## src/rtl/cache_pkg.sv

```systemverilog
// -----------------------------------------------------------------------------
// cache_pkg
// Shared definitions for the data cache and its refill controller.
//   refill_state_t : refill FSM states (IDLE, REQ, WAIT, FILL)
//   BYTE_OFF_BITS / WORD_OFF_BITS / WORDS_PER_LINE : line geometry
//   get_index / get_tag : split a byte address into set index and tag, so the
//                         cache and the refill path always agree on the split
// -----------------------------------------------------------------------------
package cache_pkg;

    localparam int ADDR_BITS      = 32;
    localparam int BYTE_OFF_BITS  = 2;
    localparam int WORD_OFF_BITS  = 2;
    localparam int WORDS_PER_LINE = 4;
    localparam int LINE_OFF_BITS  = BYTE_OFF_BITS + WORD_OFF_BITS;

    typedef enum logic [1:0] {
        IDLE,
        REQ,
        WAIT,
        FILL
    } refill_state_t;

    // Set index sits directly above the byte and word offsets.
    function automatic logic [ADDR_BITS-1:0] get_index(input logic [ADDR_BITS-1:0] addr,
                                                       input int set_bits);
        return (addr >> LINE_OFF_BITS) & ((ADDR_BITS'(1) << set_bits) - ADDR_BITS'(1));
    endfunction

    // Tag is everything above the set index.
    function automatic logic [ADDR_BITS-1:0] get_tag(input logic [ADDR_BITS-1:0] addr,
                                                     input int set_bits);
        return addr >> (LINE_OFF_BITS + set_bits);
    endfunction

endpackage

```

## src/rtl/refill_line_buffer.sv

```systemverilog
// -----------------------------------------------------------------------------
// refill_line_buffer
// Holds the words of one cache line while they trickle in from main memory.
// Ports:
//   clk, rst        : clock, synchronous active-high reset (clears all words)
//   wr_en           : write wr_data into the word selected by wr_sel
//   wr_sel[1:0]     : word slot to write
//   wr_data         : incoming memory word
//   word0..word3    : all buffered words in parallel
// -----------------------------------------------------------------------------
module refill_line_buffer
    import cache_pkg::*;
#(
    parameter int DATA_WIDTH = 32
) (
    input  logic                  clk,
    input  logic                  rst,
    input  logic                  wr_en,
    input  logic [1:0]            wr_sel,
    input  logic [DATA_WIDTH-1:0] wr_data,
    output logic [DATA_WIDTH-1:0] word0,
    output logic [DATA_WIDTH-1:0] word1,
    output logic [DATA_WIDTH-1:0] word2,
    output logic [DATA_WIDTH-1:0] word3
);

    logic [DATA_WIDTH-1:0] words [WORDS_PER_LINE];

    // One slot is written per returning memory beat; reset wipes the whole
    // line so an aborted refill can never leak stale words into a later fill.
    always_ff @(posedge clk) begin
        if (rst) begin
            for (int i = 0; i < WORDS_PER_LINE; i++) begin
                words[i] <= '0;
            end
        end else if (wr_en) begin
            words[wr_sel] <= wr_data;
        end
    end

    assign word0 = words[0];
    assign word1 = words[1];
    assign word2 = words[2];
    assign word3 = words[3];

endmodule

```

## src/rtl/cache_refill_ctrl.sv

```systemverilog
// -----------------------------------------------------------------------------
// cache_refill_ctrl
// Read-miss handler for a write-through, no-allocate data cache. On a read miss
// it stalls the pipeline, fetches the 4-word line one word at a time from main
// memory, then writes the whole line into the cache with a single fill strobe.
// Ports:
//   clk, rst                     : clock, synchronous active-high reset
//   req_valid/req_we/req_addr    : load/store request from the pipeline
//   hit                          : cache tag match for req_addr
//   stall                        : freeze pipeline (combinational)
//   mem_ren/mem_addr             : one-cycle word read request to memory
//   mem_rdata/mem_rvalid         : memory read return
//   fill_we/fill_index/fill_tag  : one-cycle line write into the cache
//   fill_d0..fill_d3             : line words 0..3 for the fill
//   miss_count                   : saturating count of read misses
// -----------------------------------------------------------------------------
module cache_refill_ctrl #(
    parameter int DATA_WIDTH     = 32,
    parameter int SET_BITS       = 3,
    parameter int WORDS_PER_LINE = 4
) (
    input  logic                           clk,
    input  logic                           rst,
    input  logic                           req_valid,
    input  logic                           req_we,
    input  logic [DATA_WIDTH-1:0]          req_addr,
    input  logic                           hit,
    output logic                           stall,
    output logic                           mem_ren,
    output logic [DATA_WIDTH-1:0]          mem_addr,
    input  logic [DATA_WIDTH-1:0]          mem_rdata,
    input  logic                           mem_rvalid,
    output logic                           fill_we,
    output logic [SET_BITS-1:0]            fill_index,
    output logic [DATA_WIDTH-4-SET_BITS-1:0] fill_tag,
    output logic [DATA_WIDTH-1:0]          fill_d0,
    output logic [DATA_WIDTH-1:0]          fill_d1,
    output logic [DATA_WIDTH-1:0]          fill_d2,
    output logic [DATA_WIDTH-1:0]          fill_d3,
    output logic [DATA_WIDTH-1:0]          miss_count
);

    import cache_pkg::*;

    localparam int TAG_BITS = DATA_WIDTH - LINE_OFF_BITS - SET_BITS;

    refill_state_t                         state;
    logic [WORD_OFF_BITS-1:0]              word_cnt;
    logic [DATA_WIDTH-LINE_OFF_BITS-1:0]   line_base;
    logic [DATA_WIDTH-1:0]                 line_addr;
    logic [DATA_WIDTH-1:0]                 line_w0, line_w1, line_w2, line_w3;
    logic                                  read_miss;
    logic                                  capture;
    logic                                  last_word;
    logic                                  unused_offset_bits;

    // The offset bits of the request never matter: a refill always fetches
    // the whole line starting at word 0.
    assign unused_offset_bits = ^req_addr[LINE_OFF_BITS-1:0];

    assign read_miss = req_valid & ~req_we & ~hit;
    assign capture   = (state == WAIT) & mem_rvalid;
    assign last_word = (word_cnt == WORD_OFF_BITS'(WORDS_PER_LINE - 1));
    assign line_addr = {line_base, {LINE_OFF_BITS{1'b0}}};

    // Stall has to rise in the very cycle the miss is seen, before the FSM
    // has left IDLE, so it is built from the live request as well as state.
    assign stall    = (state != IDLE) | read_miss;
    assign mem_addr = {line_base, word_cnt, {BYTE_OFF_BITS{1'b0}}};

    refill_line_buffer #(
        .DATA_WIDTH (DATA_WIDTH)
    ) u_line_buffer (
        .clk     (clk),
        .rst     (rst),
        .wr_en   (capture),
        .wr_sel  (word_cnt),
        .wr_data (mem_rdata),
        .word0   (line_w0),
        .word1   (line_w1),
        .word2   (line_w2),
        .word3   (line_w3)
    );

    // Refill FSM with registered strobes. mem_ren is raised on the edge that
    // enters REQ and fill_we on the edge that enters FILL, so each is high for
    // exactly that one state. The fill words are snapshotted on the edge that
    // delivers the last beat; that beat is still being written into the
    // buffer, so it is taken straight from mem_rdata.
    always_ff @(posedge clk) begin
        if (rst) begin
            state      <= IDLE;
            word_cnt   <= '0;
            line_base  <= '0;
            miss_count <= '0;
            mem_ren    <= 1'b0;
            fill_we    <= 1'b0;
            fill_index <= '0;
            fill_tag   <= '0;
            fill_d0    <= '0;
            fill_d1    <= '0;
            fill_d2    <= '0;
            fill_d3    <= '0;
        end else begin
            mem_ren <= 1'b0;
            fill_we <= 1'b0;
            case (state)
                IDLE: begin
                    if (read_miss) begin
                        line_base <= req_addr[DATA_WIDTH-1:LINE_OFF_BITS];
                        word_cnt  <= '0;
                        if (miss_count != '1) begin
                            miss_count <= miss_count + 1'b1;
                        end
                        mem_ren <= 1'b1;
                        state   <= REQ;
                    end
                end
                REQ: begin
                    state <= WAIT;
                end
                WAIT: begin
                    if (mem_rvalid) begin
                        if (last_word) begin
                            fill_we    <= 1'b1;
                            fill_index <= SET_BITS'(get_index(ADDR_BITS'(line_addr), SET_BITS));
                            fill_tag   <= TAG_BITS'(get_tag(ADDR_BITS'(line_addr), SET_BITS));
                            fill_d0    <= (word_cnt == 2'd0) ? mem_rdata : line_w0;
                            fill_d1    <= (word_cnt == 2'd1) ? mem_rdata : line_w1;
                            fill_d2    <= (word_cnt == 2'd2) ? mem_rdata : line_w2;
                            fill_d3    <= (word_cnt == 2'd3) ? mem_rdata : line_w3;
                            state      <= FILL;
                        end else begin
                            word_cnt <= word_cnt + 1'b1;
                            mem_ren  <= 1'b1;
                            state    <= REQ;
                        end
                    end
                end
                FILL: begin
                    state <= IDLE;
                end
                default: begin
                    state <= IDLE;
                end
            endcase
        end
    end

endmodule

```

## config.mk

```make
export PLATFORM = sky130hd
export DESIGN_NAME = cache_refill_ctrl
export DESIGN_NICKNAME = d
export VERILOG_FILES = /design/src/rtl/cache_pkg.sv /design/src/rtl/refill_line_buffer.sv /design/src/rtl/cache_refill_ctrl.sv
export SDC_FILE = /design/constraint.sdc
export NUM_CORES = 1
export LEC_CHECK = 0
export CAP_MARGIN = 10
export CORE_UTILIZATION = 45
export CTS_BUF_LIST = sky130_fd_sc_hd__clkbuf_4 sky130_fd_sc_hd__clkbuf_8 sky130_fd_sc_hd__clkbuf_16
export CTS_CLUSTER_DIAMETER = 100
export CTS_CLUSTER_SIZE = 28
export DETAILED_ROUTE_END_ITERATION = 16
export PLACE_DENSITY = 0.82
export SETUP_SLACK_MARGIN = 0.15
export SYNTH_ARGS = -nofsm -noshare
export SYNTH_HDL_FRONTEND = slang
export SYNTH_SLANG_ARGS = --single-unit
```

## constraint.sdc

```tcl
create_clock -name clk -period 2.9 [get_ports clk]
set_input_delay 0.58 -clock clk [delete_from_list [all_inputs] [get_ports clk]]
set_output_delay 0.58 -clock clk [all_outputs]
set_load 0.1 [all_outputs]
```

# Yosys cells after proc, flatten, opt, wreduce, memory -nomap -nowiden
# Memories as Yosys holds them, arrays and structs flattened. A register that Yosys moved wholly into a read port is not among the register bits.
# Index checks and enable logic that the tools add are counted.
[word_totals] reg_bits=126 ram_bits=128 output_inout_bits=223 elab_cells=59 mem_count=1
[mem_list] name="u_line_buffer.words" depth=4 width=32 read_ports=3 rd_clocked_by_memory_dff=3 write_ports=4 line="refill_line_buffer.sv:27" rtl="logic [DATA_WIDTH-1:0] words [WORDS_PER_LINE];"
[op_classes] addsub=2 eq_ne=8 mux=21 n_bitwise=8 reduce_logical=10
[op_table] cell="$add A32 B1 Y32 const B" count=1
[op_table] cell="$mux W32" count=1
[op_table] cell="$ne A32 B32 Y1 const B" count=1
[op_table] cell="$reduce_or A32 Y1" count=1
[op_table] cell="$mux W2" count=7
[op_table] cell="$mux W1" count=10
[op_table] cell="$pmux W2 S4" count=1
[op_table] cell="$eq A2 B2 Y1 const B" count=3
[op_table] cell="$ne A2 B2 Y1 const B" count=3
[op_table] cell="$reduce_and A3 Y1" count=2
[op_table] cell="$not A1 Y1" count=4
[op_table] cell="$pmux W2 S2" count=1
[op_table] cell="$reduce_and A2 Y1" count=2
[op_table] cell="$reduce_and A4 Y1" count=1
[op_table] cell="$reduce_bool A2 Y1" count=2
[op_table] cell="$and A1 B1 Y1" count=3
[op_table] cell="$reduce_or A3 Y1" count=1
[op_table] cell="$add A2 B1 Y2 const B" count=1
[op_table] cell="$eq A2 B1 Y1 const B" count=1
[op_table] cell="$logic_not A2 Y1" count=1
[op_table] cell="$pmux W1 S2" count=1
[op_table] cell="$or A1 B1 Y1" count=1

# Depth between registers and ports, before layout
[depth] depth_word=7 ltp_mapped=8 depth_no_buf=6

# Cells and area by module
# A second synthesis with hierarchy kept.
[unflattened] hier_cells=1333 area_unflattened_um2=13935.9
[modules_own_cells] module="cache_refill_ctrl" n_inst=1 cells_per_inst=1047 area_each_um2=9086.2 seq_area_each_um2=4444.3
[modules_own_cells] module="refill_line_buffer" n_inst=1 cells_per_inst=286 area_each_um2=4849.7 seq_area_each_um2=3843.7

# Least setup slack after synthesis
# Ideal clock, no wire load.
[synth_timing] kind="register to register" startpoint="reg miss_count[0]" endpoint="reg miss_count[14]" setup_time_ns=0.123 arrival_time_ns=2.710 required_ns=2.777 path_slack_ns=0.067 stages_incl_launch_ff=6 path_buffers=0 path_cell_list="dfxtp_1 ha_1 nand4_1 a2111oi_0 nand3_1 mux2_1"
[synth_between] elab_chain_len=2
[synth_rtl] element="start, declared" line="cache_refill_ctrl.sv:40" rtl="output logic [DATA_WIDTH-1:0] miss_count"
[synth_rtl] element="start signal, assigned" line="cache_refill_ctrl.sv:113" rtl="miss_count <= miss_count + 1'b1;"
[synth_rtl] element="branches (longest 2 deep; another with $add A32 B1 Y32)"
# Parallel ways; which one is timed is not known.
# A chain may end at the register's enable or synchronous reset.

# Worst setup path after layout
[layout_timing] startpoint="in req_valid" endpoint="reg miss_count[14]"
[layout_between] elab_chain_len=3
[layout_rtl] element="start, declared" line="cache_refill_ctrl.sv:24" rtl="input logic req_valid,"
[layout_rtl] element="$and A1 B1 Y1 (2 in series)" line="cache_refill_ctrl.sv:61" rtl="assign read_miss = req_valid & ~req_we & ~hit;"
[layout_rtl] element="$reduce_and A3 Y1 (no line)"
# No other way between the ends.

==> summary.txt <==
Status - finished, final reports clean
Core area - 25,400 um^2
Worst vdd ir - 0.000359 V
WP data required - 3270 ps
DR WL met2 - 14,800 um
Postcts setup bufs - 0
MaxCap Viol Count - 0
Uppermost routed layer - met5
Starting Density - 0.462
Clk_skew - 14.0 ps
Cell area after layout - 14,900 um^2
TritonCTS clock tree - done
Synth cell types - 53
Top-area cell type share of the netlist area - 0.379
Asr flop ratio synth - 0
CP Buf/Inv Count - 2
Clock buffer depth - 3
Mapped Cells - 1,230
Full die area - 26,700 um^2
Relative slew slack - 0.587
Crit-path cells - clkdlybuf4s50_1, nor3b_1, nand4_1, a2111oi_0, buf_4, nand3_1, mux2_1
CP Capture Point - miss_count[14]
Worst slew pin tran - 604 ps
Dominant cell type by area after synthesis - dfxtp_1
Crit. End Element - register
Number of gates resized after cts - 0
CP Launch Type - primary input
Max Freq - 0.412 GHz
Antenna cell count - 0
Synthesis-stage register bit count - 318
Final nets - 1,551
Largest delay share family, worst path - buffers and inverters
Slowest stage delay, CP - 580 ps
Place WS - 79.0 ps
Synth top cells by count - nand2_1, dfxtp_1, a21oi_1, and2_1, edfxtp_1
First-pass iteration count of the detailed router - 5
Crit path depth - 7
Layout fillers - 2,188
# IOs - 293
Main synth FF type - dfxtp_1
CP Max Fanout - 2
Multi-input gate area - 4130 um^2
Routed WL - 29,800 um
Largest net degree at the start of global routing - 90
WS Path Type - primary input to register
Flop2flop setup slack - 550 ps
Period utilisation layout - 0.836
Xor-xnor portion of the synthesized cell area - 0.00746
Seq/Total Area, Yosys - 0.624
DP HPWL - 20,100 um
Hold_buf cts - 0
Post-synth EDFFs - 96
Crit path from - req_valid
Multiplexer area fraction after synthesis - 0.000959
Vias in the first global route - 8,618
Placer Congestion - 0.794
Average wire per standard cell - 16.4 um
Power density over the cells - 502 nW/um^2
Layout cells sized above 1 - 0.198
RSZ-0062 raised after global routing - false
Count leader, synth - nand2_1
Cell area after synthesis - 11,700 um^2
Die height - 164 um
Drt initial violations - 708
Number of remaining DRC errors - 0
DR WL met3 - 1910 um
Hold WC Path Type - register to register
Vias per cell - 5.21
Final Util - 0.589
Post-Route M1 WL - 12,400 um
Largest family of logic cells by synthesized area - simple AND/OR/NAND/NOR gates
Register Area - 7330 um^2
Clock edge transition at the registers on the reported setup and hold paths - 100 ps
Synth warn - 0
Initial antenna violation count - 1
Worst endpoint data arrival time - 2800 ps
# H-tree levels - 1
Smallest hold slack - 460 ps
Area share of fa/ha/maj cells after synthesis - 0.00213
GRT overflow - 0
CTS Buf Count - 15
Dpl cell area - 14,500 um^2
Top cells by area, synth - dfxtp_1, edfxtp_1, nand2_1
Reg2Reg Depth - 6
Max-slew violations - 0
Global-route wire length before repair - 45,500 um
Area share of and/or/nand/nor cells after synthesis - 0.226
Reg2reg end - miss_count[14]
Post-route ant nets - 0
Avg Synthesized Cell Area - 9.54 um^2
Pleak - 5.60 nW
GRT Total Usage - 0.214
Area growth from synthesis to layout - 27.3%
CTS root buffer - clkbuf_16
Port Buf Inserts - 286
Crit Reg-Reg Startpoint - miss_count[0]
Post-synthesis compound-gate area fraction - 0.110
Worst-Skew Late Latency - 490 ps
Num rows - 58
# setup viols final - 0
Setup TNS - 0 ps
Crit path max-delay cell type - a2111oi_0
DR vias - 9,469
Clock sink count - 318
Die extent in x - 164 um
Setup WS post-layout - 475 ps
Fin crit period - 2430 ps
Hold Fails Final Rpt - 0
## power breakdown
part,switching (mW),internal (mW),leakage [nW]
registers,0.0274,4.63,2.78
clock network,1.36,1.06,0.231
logic,0.290,0.137,2.58
## registers in the layout, indices dropped and copies added, names as in the netlist, 2 cells and up
signal,cells
fill_index,3
fill_d0,32
state,2
miss_count,32
fill_d3,32
fill_tag,25
line_base,28
word_cnt,2
u_line_buffer.words,96
fill_d1,32
fill_d2,32
## metrics by stage
step | power, mW | std cells
final | 7.50 | 1817
after global routing | 7.75 | 1817
after floorplan | 4.99 | 1231
after detailed placement | 5.19 | 1792
after CTS | 7.57 | 1817
after global placement | 5.18 | 1792
## worst register-to-register path, delay by kind of cell (launching register included)
family | cells | cell delay (ps)
adder cells (fa/ha/maj) | 1 | 280
buffers and inverters | 1 | 230
flip-flops | 1 | 410
multiplexers | 1 | 340
AND/OR/NAND/NOR | 2 | 340
AO/OA/AOI/OAI | 1 | 640
## placed cells by master (no fill, tap or decap), types with 3 or more instances in the layout
| cell | synthesis | layout |
|---|---|---|
| clkbuf_4 | 0 | 7 |
| and2_1 | 98 | 98 |
| or4_1 | 6 | 6 |
| nand3_1 | 13 | 12 |
| o21ai_0 | 7 | 7 |
| nand4_1 | 9 | 9 |
| nand2_1 | 387 | 387 |
| xnor2_1 | 9 | 9 |
| dfxtp_1 | 222 | 219 |
| o21ai_1 | 4 | 4 |
| clkdlybuf4s50_1 | 0 | 64 |
| inv_1 | 4 | 4 |
| buf_12 | 0 | 10 |
| clkbuf_16 | 0 | 15 |
| nor2_1 | 20 | 20 |
| o31ai_1 | 7 | 7 |
| dfxtp_2 | 0 | 3 |
| or2_2 | 3 | 3 |
| or3_1 | 11 | 11 |
| edfxtp_1 | 96 | 96 |
| a211oi_1 | 3 | 3 |
| buf_4 | 2 | 234 |
| a21oi_1 | 208 | 208 |
## cells by family (layout without fill, tap and decap cells)
group                    Yosys count  after routing
AO/OA/AOI/OAI                    242            242
buffers and inverters             82            338
AND/OR/NAND/NOR                  574            574
XOR/XNOR                          10             10
other                              1              2
multiplexers                       1              1
adder cells (fa/ha/maj)            2              2
flip-flops                       318            318
## cell type report
class	count	share of cell area
clock buffer	22	0.0286
sequential	318	0.490
inverter	4	0.00100
clock inverter	3	0.00151
tap	330	0.0276
timing repair buffer	309	0.175
multi-input combinational	831	0.276
## layer usage
| metal | track usage | vias up |
|---|---|---|
| met2 | 0.371 | 295 |
| li1 | - | 4610 |
| met1 | 0.273 | 4516 |
| met3 | 0.0432 | 46 |
| met5 | 0 | - |
| met4 | 0.0539 | 2 |
## worst min path at each step
stage                         startpoint       endpoint  slack [ps]  cells past startpoint
3_3_place_gp                 fill_d3[23]    fill_d3[23]         440                      2
3_5_place_dp                 fill_tag[7]    fill_tag[7]         450                      2
5_1_grt                              rst  miss_count[0]         470                      2
6_report                    fill_tag[11]   fill_tag[11]         460                      2
2_1_floorplan  u_line_buffer.words[0][0]     fill_d0[0]         470                      2
4_1_cts                              rst  miss_count[0]         450                      2
No activity file was read; power rests on OpenSTA's default activity.
